File: src/rtl/cache_ctrl_if.sv
// cache_ctrl_if
// Groups the three buses of the cache controller into one bundle:
//   CPU port   : mem_read, mem_write, mem_address, mem_wdata, mem_byte_enable -> mem_rdata, mem_resp
//   pmem port  : pmem_read, pmem_write, pmem_address, pmem_wdata <- pmem_rdata, pmem_resp
//   data array : data_index, data_write, data_in <- data_out (combinational read)
// Modports:
//   slave  - the cache controller's view
//   master - the environment's view (CPU, physical memory and line data array)
interface cache_ctrl_if #(
    parameter int ADDR_W = 16,
    parameter int LINE_W = 256,
    parameter int WORD_W = 16,
    parameter int IDX_W  = 3
);
    logic              mem_read;
    logic              mem_write;
    logic [ADDR_W-1:0] mem_address;
    logic [WORD_W-1:0] mem_wdata;
    logic [1:0]        mem_byte_enable;
    logic [WORD_W-1:0] mem_rdata;
    logic              mem_resp;

    logic              pmem_read;
    logic              pmem_write;
    logic [ADDR_W-1:0] pmem_address;
    logic [LINE_W-1:0] pmem_wdata;
    logic [LINE_W-1:0] pmem_rdata;
    logic              pmem_resp;

    logic [IDX_W-1:0]  data_index;
    logic              data_write;
    logic [LINE_W-1:0] data_in;
    logic [LINE_W-1:0] data_out;

    modport slave (
        input  mem_read, mem_write, mem_address, mem_wdata, mem_byte_enable,
        input  pmem_rdata, pmem_resp, data_out,
        output mem_rdata, mem_resp,
        output pmem_read, pmem_write, pmem_address, pmem_wdata,
        output data_index, data_write, data_in
    );

    modport master (
        output mem_read, mem_write, mem_address, mem_wdata, mem_byte_enable,
        output pmem_rdata, pmem_resp, data_out,
        input  mem_rdata, mem_resp,
        input  pmem_read, pmem_write, pmem_address, pmem_wdata,
        input  data_index, data_write, data_in
    );
endinterface

File: src/rtl/cache_ctrl.sv
// cache_ctrl
// Direct-mapped, write-back, write-allocate cache controller for an 8-line cache.
// Holds tag/valid/dirty per set; line data lives in an external array driven
// through the data_* signals. Sequences CPU hits, dirty-line writeback and line fill.
// Ports:
//   clk    - rising-edge clock
//   rst_n  - asynchronous active-low reset
//   bus    - cache_ctrl_if.slave: CPU port, pmem port and data array port
module cache_ctrl #(
    parameter int ADDR_W = 16,
    parameter int LINE_W = 256,
    parameter int WORD_W = 16,
    parameter int IDX_W  = 3
) (
    input logic         clk,
    input logic         rst_n,
    cache_ctrl_if.slave bus
);
    localparam int OFF_W = 5;
    localparam int TAG_W = ADDR_W - IDX_W - OFF_W;
    localparam int SEL_W = OFF_W - 1;
    localparam int SETS  = 1 << IDX_W;

    typedef enum logic [1:0] {IDLE, CHECK, WRITEBACK, FILL} state_t;

    state_t            state;
    logic [SETS-1:0]   valid_q;
    logic [SETS-1:0]   dirty_q;
    logic [TAG_W-1:0]  tag_q [SETS];

    logic [ADDR_W-1:0] req_addr;
    logic [WORD_W-1:0] req_wdata;
    logic [1:0]        req_be;
    logic              req_write;

    logic [IDX_W-1:0]  req_idx;
    logic [TAG_W-1:0]  req_tag;
    logic [SEL_W-1:0]  req_sel;
    logic              hit;
    logic              unused_addr_lsb;

    logic [WORD_W-1:0] cur_word;
    logic [WORD_W-1:0] merged_word;
    logic [LINE_W-1:0] merged_line;

    assign req_idx = req_addr[OFF_W +: IDX_W];
    assign req_tag = req_addr[ADDR_W-1 -: TAG_W];
    assign req_sel = req_addr[OFF_W-1:1];
    assign hit     = valid_q[req_idx] && (tag_q[req_idx] == req_tag);

    // Byte address bit 0 plays no part in word selection.
    assign unused_addr_lsb = req_addr[0];

    // Selected word of the current line and its byte-merged replacement for write hits.
    always_comb begin
        cur_word    = bus.data_out[int'(req_sel)*WORD_W +: WORD_W];
        merged_word = cur_word;
        if (req_be[0]) merged_word[7:0] = req_wdata[7:0];
        if (req_be[1]) merged_word[WORD_W-1:8] = req_wdata[WORD_W-1:8];
        merged_line = bus.data_out;
        merged_line[int'(req_sel)*WORD_W +: WORD_W] = merged_word;
    end

    // Outputs decode from the registered state and latched request only, so an
    // asynchronous reset forces every output to 0 immediately. The array index is
    // always the latched index so data_out tracks the set under service.
    always_comb begin
        bus.mem_rdata    = '0;
        bus.mem_resp     = 1'b0;
        bus.pmem_read    = 1'b0;
        bus.pmem_write   = 1'b0;
        bus.pmem_address = '0;
        bus.pmem_wdata   = '0;
        bus.data_index   = req_idx;
        bus.data_write   = 1'b0;
        bus.data_in      = '0;
        case (state)
            CHECK: begin
                if (hit) begin
                    bus.mem_resp = 1'b1;
                    if (req_write) begin
                        bus.data_write = 1'b1;
                        bus.data_in    = merged_line;
                    end else begin
                        bus.mem_rdata = cur_word;
                    end
                end
            end
            WRITEBACK: begin
                bus.pmem_write   = 1'b1;
                bus.pmem_address = {tag_q[req_idx], req_idx, {OFF_W{1'b0}}};
                bus.pmem_wdata   = bus.data_out;
            end
            FILL: begin
                bus.pmem_read    = 1'b1;
                bus.pmem_address = {req_tag, req_idx, {OFF_W{1'b0}}};
                if (bus.pmem_resp) begin
                    bus.data_write = 1'b1;
                    bus.data_in    = bus.pmem_rdata;
                end
            end
            default: ;
        endcase
    end

    // Controller FSM plus per-set bookkeeping. A fill returns to CHECK, which then
    // completes the access as a guaranteed hit.
    always_ff @(posedge clk or negedge rst_n) begin
        if (!rst_n) begin
            state     <= IDLE;
            valid_q   <= '0;
            dirty_q   <= '0;
            req_addr  <= '0;
            req_wdata <= '0;
            req_be    <= '0;
            req_write <= 1'b0;
            for (int i = 0; i < SETS; i++) tag_q[i] <= '0;
        end else begin
            case (state)
                IDLE: begin
                    if (bus.mem_read || bus.mem_write) begin
                        req_addr  <= bus.mem_address;
                        req_wdata <= bus.mem_wdata;
                        req_be    <= bus.mem_byte_enable;
                        req_write <= bus.mem_write;
                        state     <= CHECK;
                    end
                end
                CHECK: begin
                    if (hit) begin
                        if (req_write) dirty_q[req_idx] <= 1'b1;
                        state <= IDLE;
                    end else if (dirty_q[req_idx]) begin
                        state <= WRITEBACK;
                    end else begin
                        state <= FILL;
                    end
                end
                WRITEBACK: begin
                    if (bus.pmem_resp) begin
                        dirty_q[req_idx] <= 1'b0;
                        state            <= FILL;
                    end
                end
                FILL: begin
                    if (bus.pmem_resp) begin
                        tag_q[req_idx]   <= req_tag;
                        valid_q[req_idx] <= 1'b1;
                        dirty_q[req_idx] <= 1'b0;
                        state            <= CHECK;
                    end
                end
                default: state <= IDLE;
            endcase
        end
    end
endmodule

File: src/flat_wrapper.sv
// flat-port wrapper written by rule: the top's interface ports become plain ports
module cache_ctrl_flat 
#(
    parameter int ADDR_W = 16,
    parameter int LINE_W = 256,
    parameter int WORD_W = 16,
    parameter int IDX_W  = 3
)
  (clk, rst_n, bus_mem_read, bus_mem_write, bus_mem_address, bus_mem_wdata, bus_mem_byte_enable, bus_pmem_rdata, bus_pmem_resp, bus_data_out, bus_mem_rdata, bus_mem_resp, bus_pmem_read, bus_pmem_write, bus_pmem_address, bus_pmem_wdata, bus_data_index, bus_data_write, bus_data_in);
  cache_ctrl_if #(.ADDR_W(ADDR_W), .LINE_W(LINE_W), .WORD_W(WORD_W), .IDX_W(IDX_W)) bus_i ();
  input logic clk;
  input logic rst_n;
  input wire logic [$bits(bus_i.mem_read)-1:0] bus_mem_read;
  input wire logic [$bits(bus_i.mem_write)-1:0] bus_mem_write;
  input wire logic [$bits(bus_i.mem_address)-1:0] bus_mem_address;
  input wire logic [$bits(bus_i.mem_wdata)-1:0] bus_mem_wdata;
  input wire logic [$bits(bus_i.mem_byte_enable)-1:0] bus_mem_byte_enable;
  input wire logic [$bits(bus_i.pmem_rdata)-1:0] bus_pmem_rdata;
  input wire logic [$bits(bus_i.pmem_resp)-1:0] bus_pmem_resp;
  input wire logic [$bits(bus_i.data_out)-1:0] bus_data_out;
  output wire logic [$bits(bus_i.mem_rdata)-1:0] bus_mem_rdata;
  output wire logic [$bits(bus_i.mem_resp)-1:0] bus_mem_resp;
  output wire logic [$bits(bus_i.pmem_read)-1:0] bus_pmem_read;
  output wire logic [$bits(bus_i.pmem_write)-1:0] bus_pmem_write;
  output wire logic [$bits(bus_i.pmem_address)-1:0] bus_pmem_address;
  output wire logic [$bits(bus_i.pmem_wdata)-1:0] bus_pmem_wdata;
  output wire logic [$bits(bus_i.data_index)-1:0] bus_data_index;
  output wire logic [$bits(bus_i.data_write)-1:0] bus_data_write;
  output wire logic [$bits(bus_i.data_in)-1:0] bus_data_in;
  assign bus_i.mem_read = bus_mem_read;
  assign bus_i.mem_write = bus_mem_write;
  assign bus_i.mem_address = bus_mem_address;
  assign bus_i.mem_wdata = bus_mem_wdata;
  assign bus_i.mem_byte_enable = bus_mem_byte_enable;
  assign bus_i.pmem_rdata = bus_pmem_rdata;
  assign bus_i.pmem_resp = bus_pmem_resp;
  assign bus_i.data_out = bus_data_out;
  assign bus_mem_rdata = bus_i.mem_rdata;
  assign bus_mem_resp = bus_i.mem_resp;
  assign bus_pmem_read = bus_i.pmem_read;
  assign bus_pmem_write = bus_i.pmem_write;
  assign bus_pmem_address = bus_i.pmem_address;
  assign bus_pmem_wdata = bus_i.pmem_wdata;
  assign bus_data_index = bus_i.data_index;
  assign bus_data_write = bus_i.data_write;
  assign bus_data_in = bus_i.data_in;
  cache_ctrl #(.ADDR_W(ADDR_W), .LINE_W(LINE_W), .WORD_W(WORD_W), .IDX_W(IDX_W)) u_core (.clk(clk), .rst_n(rst_n), .bus(bus_i));
endmodule
File: config.mk
export PLATFORM = sky130hd
export DESIGN_NAME = cache_ctrl_flat
export DESIGN_NICKNAME = d
export VERILOG_FILES = /design/src/rtl/cache_ctrl_if.sv /design/src/rtl/cache_ctrl.sv /design/src/flat_wrapper.sv
export SDC_FILE = /design/constraint.sdc
export NUM_CORES = 1
export LEC_CHECK = 0
export ABC_CLOCK_PERIOD_IN_PS = 8390
export CORE_AREA = 3 3 430 432
export DETAILED_ROUTE_END_ITERATION = 7
export DIE_AREA = 0 0 433 435
export HOLD_SLACK_MARGIN = 0.05
export SLEW_MARGIN = 20
export SYNTH_ARGS = -nofsm -noshare
export SYNTH_HDL_FRONTEND = slang
export SYNTH_SLANG_ARGS = --single-unit
File: constraint.sdc
create_clock -name clk -period 8.39 [get_ports clk]
set_input_delay 1.678 -clock clk [delete_from_list [all_inputs] [get_ports clk]]
set_output_delay 1.678 -clock clk [all_outputs]
set_load 0.02 [all_outputs]
# Yosys cells after proc, flatten, opt, wreduce, memory -nomap -nowiden
# Index checks and enable logic that the tools add are counted.
# totals
ff_bits	117
in_bits	551
elab_cells	91
# classes
n_addsub	1
order_cmp	4
eq_ne	10
shift	3
mux	42
bitwise_logic	5
n_reduce_logical	11
# ops
op	count
$mux 256	4
$pmux 256 s2	1
$bwmux 256	1
$shift 16x33->256 const A	1
$shiftx 16x33->256	1
$shiftx 256x9->16	1
$bwmux 64	1
$mux 8	8
$mux 16	3
$neg 8->33	1
$pmux 16 s2	1
$bmux 8 s3	1
$demux 8 s3	1
$or 8x8->8	2
$pmux 8 s2	1
$mux 1	11
$and 8x8->8	1
$eq 8x8->1	1
$mux 2	4
$ne 2x1->1 const B	4
$not 8->8	1
$pmux 2 s4	1
$bmux 1 s3	2
$eq 2x2->1 const B	2
other kinds (17)	21

# Longest topological paths before layout
# logic_depth
ltp_word	8
depth_mapped	14

# Least setup slack after synthesis
# No wires, ideal clock.
# synth_path
path_kind	input-to-output
startpoint	in bus_data_out[255]
endpoint	out bus_data_in[255]
arrival_ps	3617
required_time_ps	6712
path_slack_ps	3095
path_stages	7
n_path_buf	1
path_cell_list	mux4_2 -> mux4_2 -> mux2i_1 -> clkbuf_1 -> nor2_1 -> a21oi_1 -> o21ai_0
# synth_via
elab_chain_cells	7
# synth_rtl
item	line_no	text
start: declaration	flat_wrapper.sv:20	input wire logic [$bits(bus_i.data_out)-1:0] bus_data_out;
$shiftx 256x9->16	cache_ctrl.sv:56	cur_word = bus.data_out[int'(req_sel)*WORD_W +: WORD_W];
$mux 8	cache_ctrl.sv:59	if (req_be[1]) merged_word[WORD_W-1:8] = req_wdata[WORD_W-1:8];
$shiftx 16x33->256	cache_ctrl.sv:61	merged_line[int'(req_sel)*WORD_W +: WORD_W] = merged_word;
$bwmux 256 *	cache_ctrl.sv:61	
$mux 256 *	cache_ctrl.sv:81	if (req_write) begin
$mux 256 *	cache_ctrl.sv:79	if (hit) begin
$pmux 256 s2 *	cache_ctrl.sv:77	case (state)
end: declaration	flat_wrapper.sv:29	output wire logic [$bits(bus_i.data_in)-1:0] bus_data_in;
# Mark *: on every way between the ends. The rest lies on a longest branch, timed or not.

# Worst setup path in the final report
# layout_path
startpoint	in bus_data_out[66]
endpoint	out bus_data_in[130]
# layout_via
elab_chain_cells	7
# layout_rtl
item	line_no	text
$shiftx 256x9->16	cache_ctrl.sv:56	
$mux 8	cache_ctrl.sv:58	if (req_be[0]) merged_word[7:0] = req_wdata[7:0];
$shiftx 16x33->256	cache_ctrl.sv:61	
$bwmux 256	cache_ctrl.sv:61	
$mux 256	cache_ctrl.sv:81	
$mux 256	cache_ctrl.sv:79	
$pmux 256 s2	cache_ctrl.sv:77	
# No other way between the ends.

==> flow_summary_export.csv <==
group,metric,value,unit
routing,first_pass_drt_iterations,7,
critical_path,crit_family,"buffers and inverters",
synthesis,dominantRegCellSynth,"sky130_fd_sc_hd__dfrtp_1",
cts,cts.clk_slew.worst_paths,60,ps
sta,finalMaxSlewViolations,0,
sta,hold_slack,470,ps
cts,hold_buf_cts,0,
routing,remaining_drcs,0,
critical_path,worst_r2r_startpoint,"u_core.state[1]$_DFFE_PN0P_",
placement,gp_congestion,0.971,
routing,wire_per_inst,39.5,microns
floorplanning,initial_cell_density_of_the_core,8.17,%
critical_path,timing.critical_path.slowest_cell_delay,750,ps
layout,drive_gt1_share,13.1,%
routing,route.detailed.vias_per_inst,3.98,
power,maximum_vdd_drop,0.000280,V
power,power.clock.fraction,8.3,%
sta,final_min_period_over_clock_period,87.3,%
routing,dr_total_vias,21911,
critical_path,setup_slack_of_the_most_critical_reg_to_reg_path,4540,ps
floorplanning,floorplan.die.height,435,microns
critical_path,cp.arrival,5640,ps
synthesis,synth-seq-area-share,19.6,%
cts,tritoncts,"built",
cts,cts-resized-gates,0,
sta,timing.slew.headroom,28.0,%
synthesis,synth-edff-count,0,
floorplanning,floorplan.core_area,181000,sq um
critical_path,worst_case_reg_to_reg_path_depth,7,
power,total_leakage_power,10.5,nW
sta,final-hold-violation-count,0,
synthesis,ranking_of_synthesized_cells_by_area,"sky130_fd_sc_hd__dfrtp_1 20%, sky130_fd_sc_hd__mux4_2 13%, sky130_fd_sc_hd__and2_1 12%",
critical_path,setup.worst_path.end,"bus_data_in[130]",
grt,grt_start_max_net_pins,156,
critical_path,worstSetupPathType,"primary input to output pin",
critical_path,critical_path_startpoint_category,"primary input",
cts,ctsRootBufferMaster,"sky130_fd_sc_hd__clkbuf_16",
cts,cts-htree-levels,4,
synthesis,synth_cell_type_count,52,
synthesis,syn-instance-count,2048,
layout,post_layout_nets,3626,
run_status,run_status,"complete, no violations",
routing,detail_route.wirelength,218000,microns
cts,clock_insertion_delay_worst_skew,450,ps
critical_path,timing.critical_path.required,6710,ps
grt,grt.total_usage,22.1,%
sta,setup_total_negative_slack,0,ps
power,sw_ratio,59.1,%
synthesis,syn_avg_cell_area,7.22,sq um
critical_path,timing.critical_path.slowest_stage_cell,"sky130_fd_sc_hd__clkdlybuf4s50_1",
power,combinationalPowerShare,78.3,%
synthesis,synthArstFlopShare,100,%
grt,grt_antenna_before_repair,140,
layout,synthesis_to_layout_area_growth,102,%
grt,global_route_total_overflow,0,
cts,inserted_clock_buffers,17,
flow_run,max_cap_violations,0,
sta,tightestPinTransition,1080,ps
critical_path,cp_cell_sequence,"clkdlybuf4s50_1, mux4_2, mux4_2, mux2i_4, buf_4, buf_4, nor2_1, a21oi_1, o21ai_1, clkdlybuf4s50_1",
placement,detailedPlacementHpwl,189000,microns
critical_path,worstReg2RegEnd,"u_core.tag_q[17]$_DFFE_PN0P_",
sta,post-route-min-period,7320,ps
critical_path,worstSetupPathDepth,10,
power,p_int,3.79,mW
layout,mostFrequentLayoutCell,"sky130_fd_sc_hd__clkdlybuf4s50_1",
sta,finalClockSkew,15.2,ps
critical_path,path_max_fanout,9,
layout,final_cell_mix,"1,069 x sky130_fd_sc_hd__clkdlybuf4s50_1, 287 x sky130_fd_sc_hd__nand2_1, 276 x sky130_fd_sc_hd__and2_1, 273 x sky130_fd_sc_hd__nor2_1, 259 x sky130_fd_sc_hd__a21oi_1",
synthesis,yosys_warnings,0,
power,power.share.sequential,13.4,%
sta,maxClockFrequency,0.137,GHz
grt,first_global_vias,21025,
synthesis,top_cell_type_by_total_area_after_synthesis,"sky130_fd_sc_hd__dfrtp_1",
floorplanning,rows,156,
grt,global_route_wire_length_before_repair,265000,microns
critical_path,worstSetupEndpointType,"output pin",
cts,cts_sinks,116,
power,switching_power,5.47,mW
layout,finalCoreUtilization,16.5,%
floorplanning,fp.dieArea,188000,sq um
critical_path,critical_path.startpoint,"bus_data_out[66]",
sta,rsz0062_at_grt,"no",
routing,violation_count_after_the_first_detailed_route_iteration,2747,
cts,clock_tree.buffer_depth,2,
layout,fill_cells,20432,
synthesis,syn-cell-area,14800,sq um
min_path,hold_class,"register to register",
routing,drtAntennaViolNets,0,
placement,io_buffer_count,1095,
synthesis,ys_seq_elements,116,
floorplanning,fp.dieW,433,microns
sta,timing.final.setup_violations,0,
power,power_density,309,nW/um^2
cts,post_cts_buffers,0,
critical_path,cp_num_buf_inv,4,
floorplanning,design.portCount,1102,
synthesis,yosysTopAreaCellShare,19.6,%
## Yosys cell counts, drive strengths merged, types with 2 or more instances
| cell | count |
|---|---|
| nand2 | 289 |
| and2 | 277 |
| nor2 | 275 |
| o21ai | 266 |
| a21oi | 259 |
| clkbuf | 160 |
| dfrtp | 116 |
| mux2 | 104 |
| mux4 | 86 |
| buf | 53 |
| mux2i | 26 |
| nand3 | 13 |
| o31a | 12 |
| inv | 10 |
| a22o | 9 |
| or2 | 9 |
| xor2 | 7 |
| ha | 6 |
| nand4 | 6 |
| nor3 | 6 |
| o22ai | 5 |
| a2111oi | 4 |
| a221oi | 4 |
| nor2b | 4 |
| o21bai | 4 |
| o31ai | 4 |
| a221o | 3 |
| and3 | 3 |
| nand2b | 3 |
| xnor2 | 3 |
| a211oi | 2 |
| a22oi | 2 |
| and3b | 2 |
| o21a | 2 |
## cells by family after synthesis
logic type,share of synthesized area (%)
buffers and inverters,7.32
adder cells (fa/ha/maj),0.508
AO/OA/AOI/OAI,21.0
multiplexers,22.8
other,0.0254
AND/OR/NAND/NOR,28.2
flip-flops,19.6
XOR/XNOR,0.592
## power groups by stage
stage	combinational (mW)	sequential (mW)	clock, mW
after CTS	7.38	1.25	0.810
after global placement	7.36	1.26	0
after detailed placement	7.36	1.26	0
after global routing	7.56	1.29	0.820
final	7.25	1.24	0.765
after floorplan	3.29	0.929	0
## worst min path at each step
stage | cells past startpoint | slack (ps) | endpoint | from
after floorplan | 1 | 440 | u_core.valid_q[1]$_DFFE_PN0P_ | u_core.valid_q[1]$_DFFE_PN0P_
after global placement | 1 | 450 | u_core.valid_q[2]$_DFFE_PN0P_ | u_core.valid_q[2]$_DFFE_PN0P_
after detailed placement | 1 | 460 | u_core.valid_q[6]$_DFFE_PN0P_ | u_core.valid_q[6]$_DFFE_PN0P_
after CTS | 1 | 470 | u_core.valid_q[1]$_DFFE_PN0P_ | u_core.valid_q[1]$_DFFE_PN0P_
after global routing | 1 | 490 | u_core.valid_q[1]$_DFFE_PN0P_ | u_core.valid_q[1]$_DFFE_PN0P_
final | 1 | 470 | u_core.valid_q[1]$_DFFE_PN0P_ | u_core.valid_q[1]$_DFFE_PN0P_
## final cells by class
class / count / area (sq um) / share of cell area (%)
Timing Repair Buffer: 1211 / 12200 / 40.7
Multi-Input combinational cell: 1712 / 11100 / 37.1
Tap cell: 2370 / 2970 / 9.91
Sequential cell: 116 / 2910 / 9.73
Clock buffer: 20 / 457 / 1.53
Antenna cell: 54 / 135 / 0.452
Clock inverter: 11 / 128 / 0.426
Inverter: 11 / 41.3 / 0.138
## metrics by stage
stage / cell area (sq um) / instances / total power [mW] / worst slack (ps)
2_1_floorplan: 14800 / 2052 / 4.22 / 3090
3_3_place_gp: 29200 / 5420 / 8.63 / 1110
3_5_place_dp: 29200 / 5420 / 8.62 / 1090
4_1_cts: 29800 / 5451 / 9.44 / 1080
5_1_grt: 29900 / 5478 / 9.67 / 1120
6_report: 29900 / 5505 / 9.26 / 1070
## metal layers
layer / part of all wire [%] / vias to the layer above / GRT usage [%]
met5: 0.30 / - / 0
met2: 47 / 1454 / 36.5
met3: 9.7 / 355 / 7.31
met4: 5.1 / 100 / 10.6
met1: 38 / 10824 / 25.6
li1: - / 9178 / -
## registers in the layout, summed over array words and instances (netlist names), named ones only
| register | flops |
|---|---|
| u_core.tag_q | 64 |
| u_core.req_wdata | 16 |
| u_core.req_addr | 15 |
| u_core.valid_q | 8 |
| u_core.req_be | 2 |
| u_core.state | 2 |
| u_core.req_write | 1 |
No activity file was read; power rests on OpenSTA's default activity.
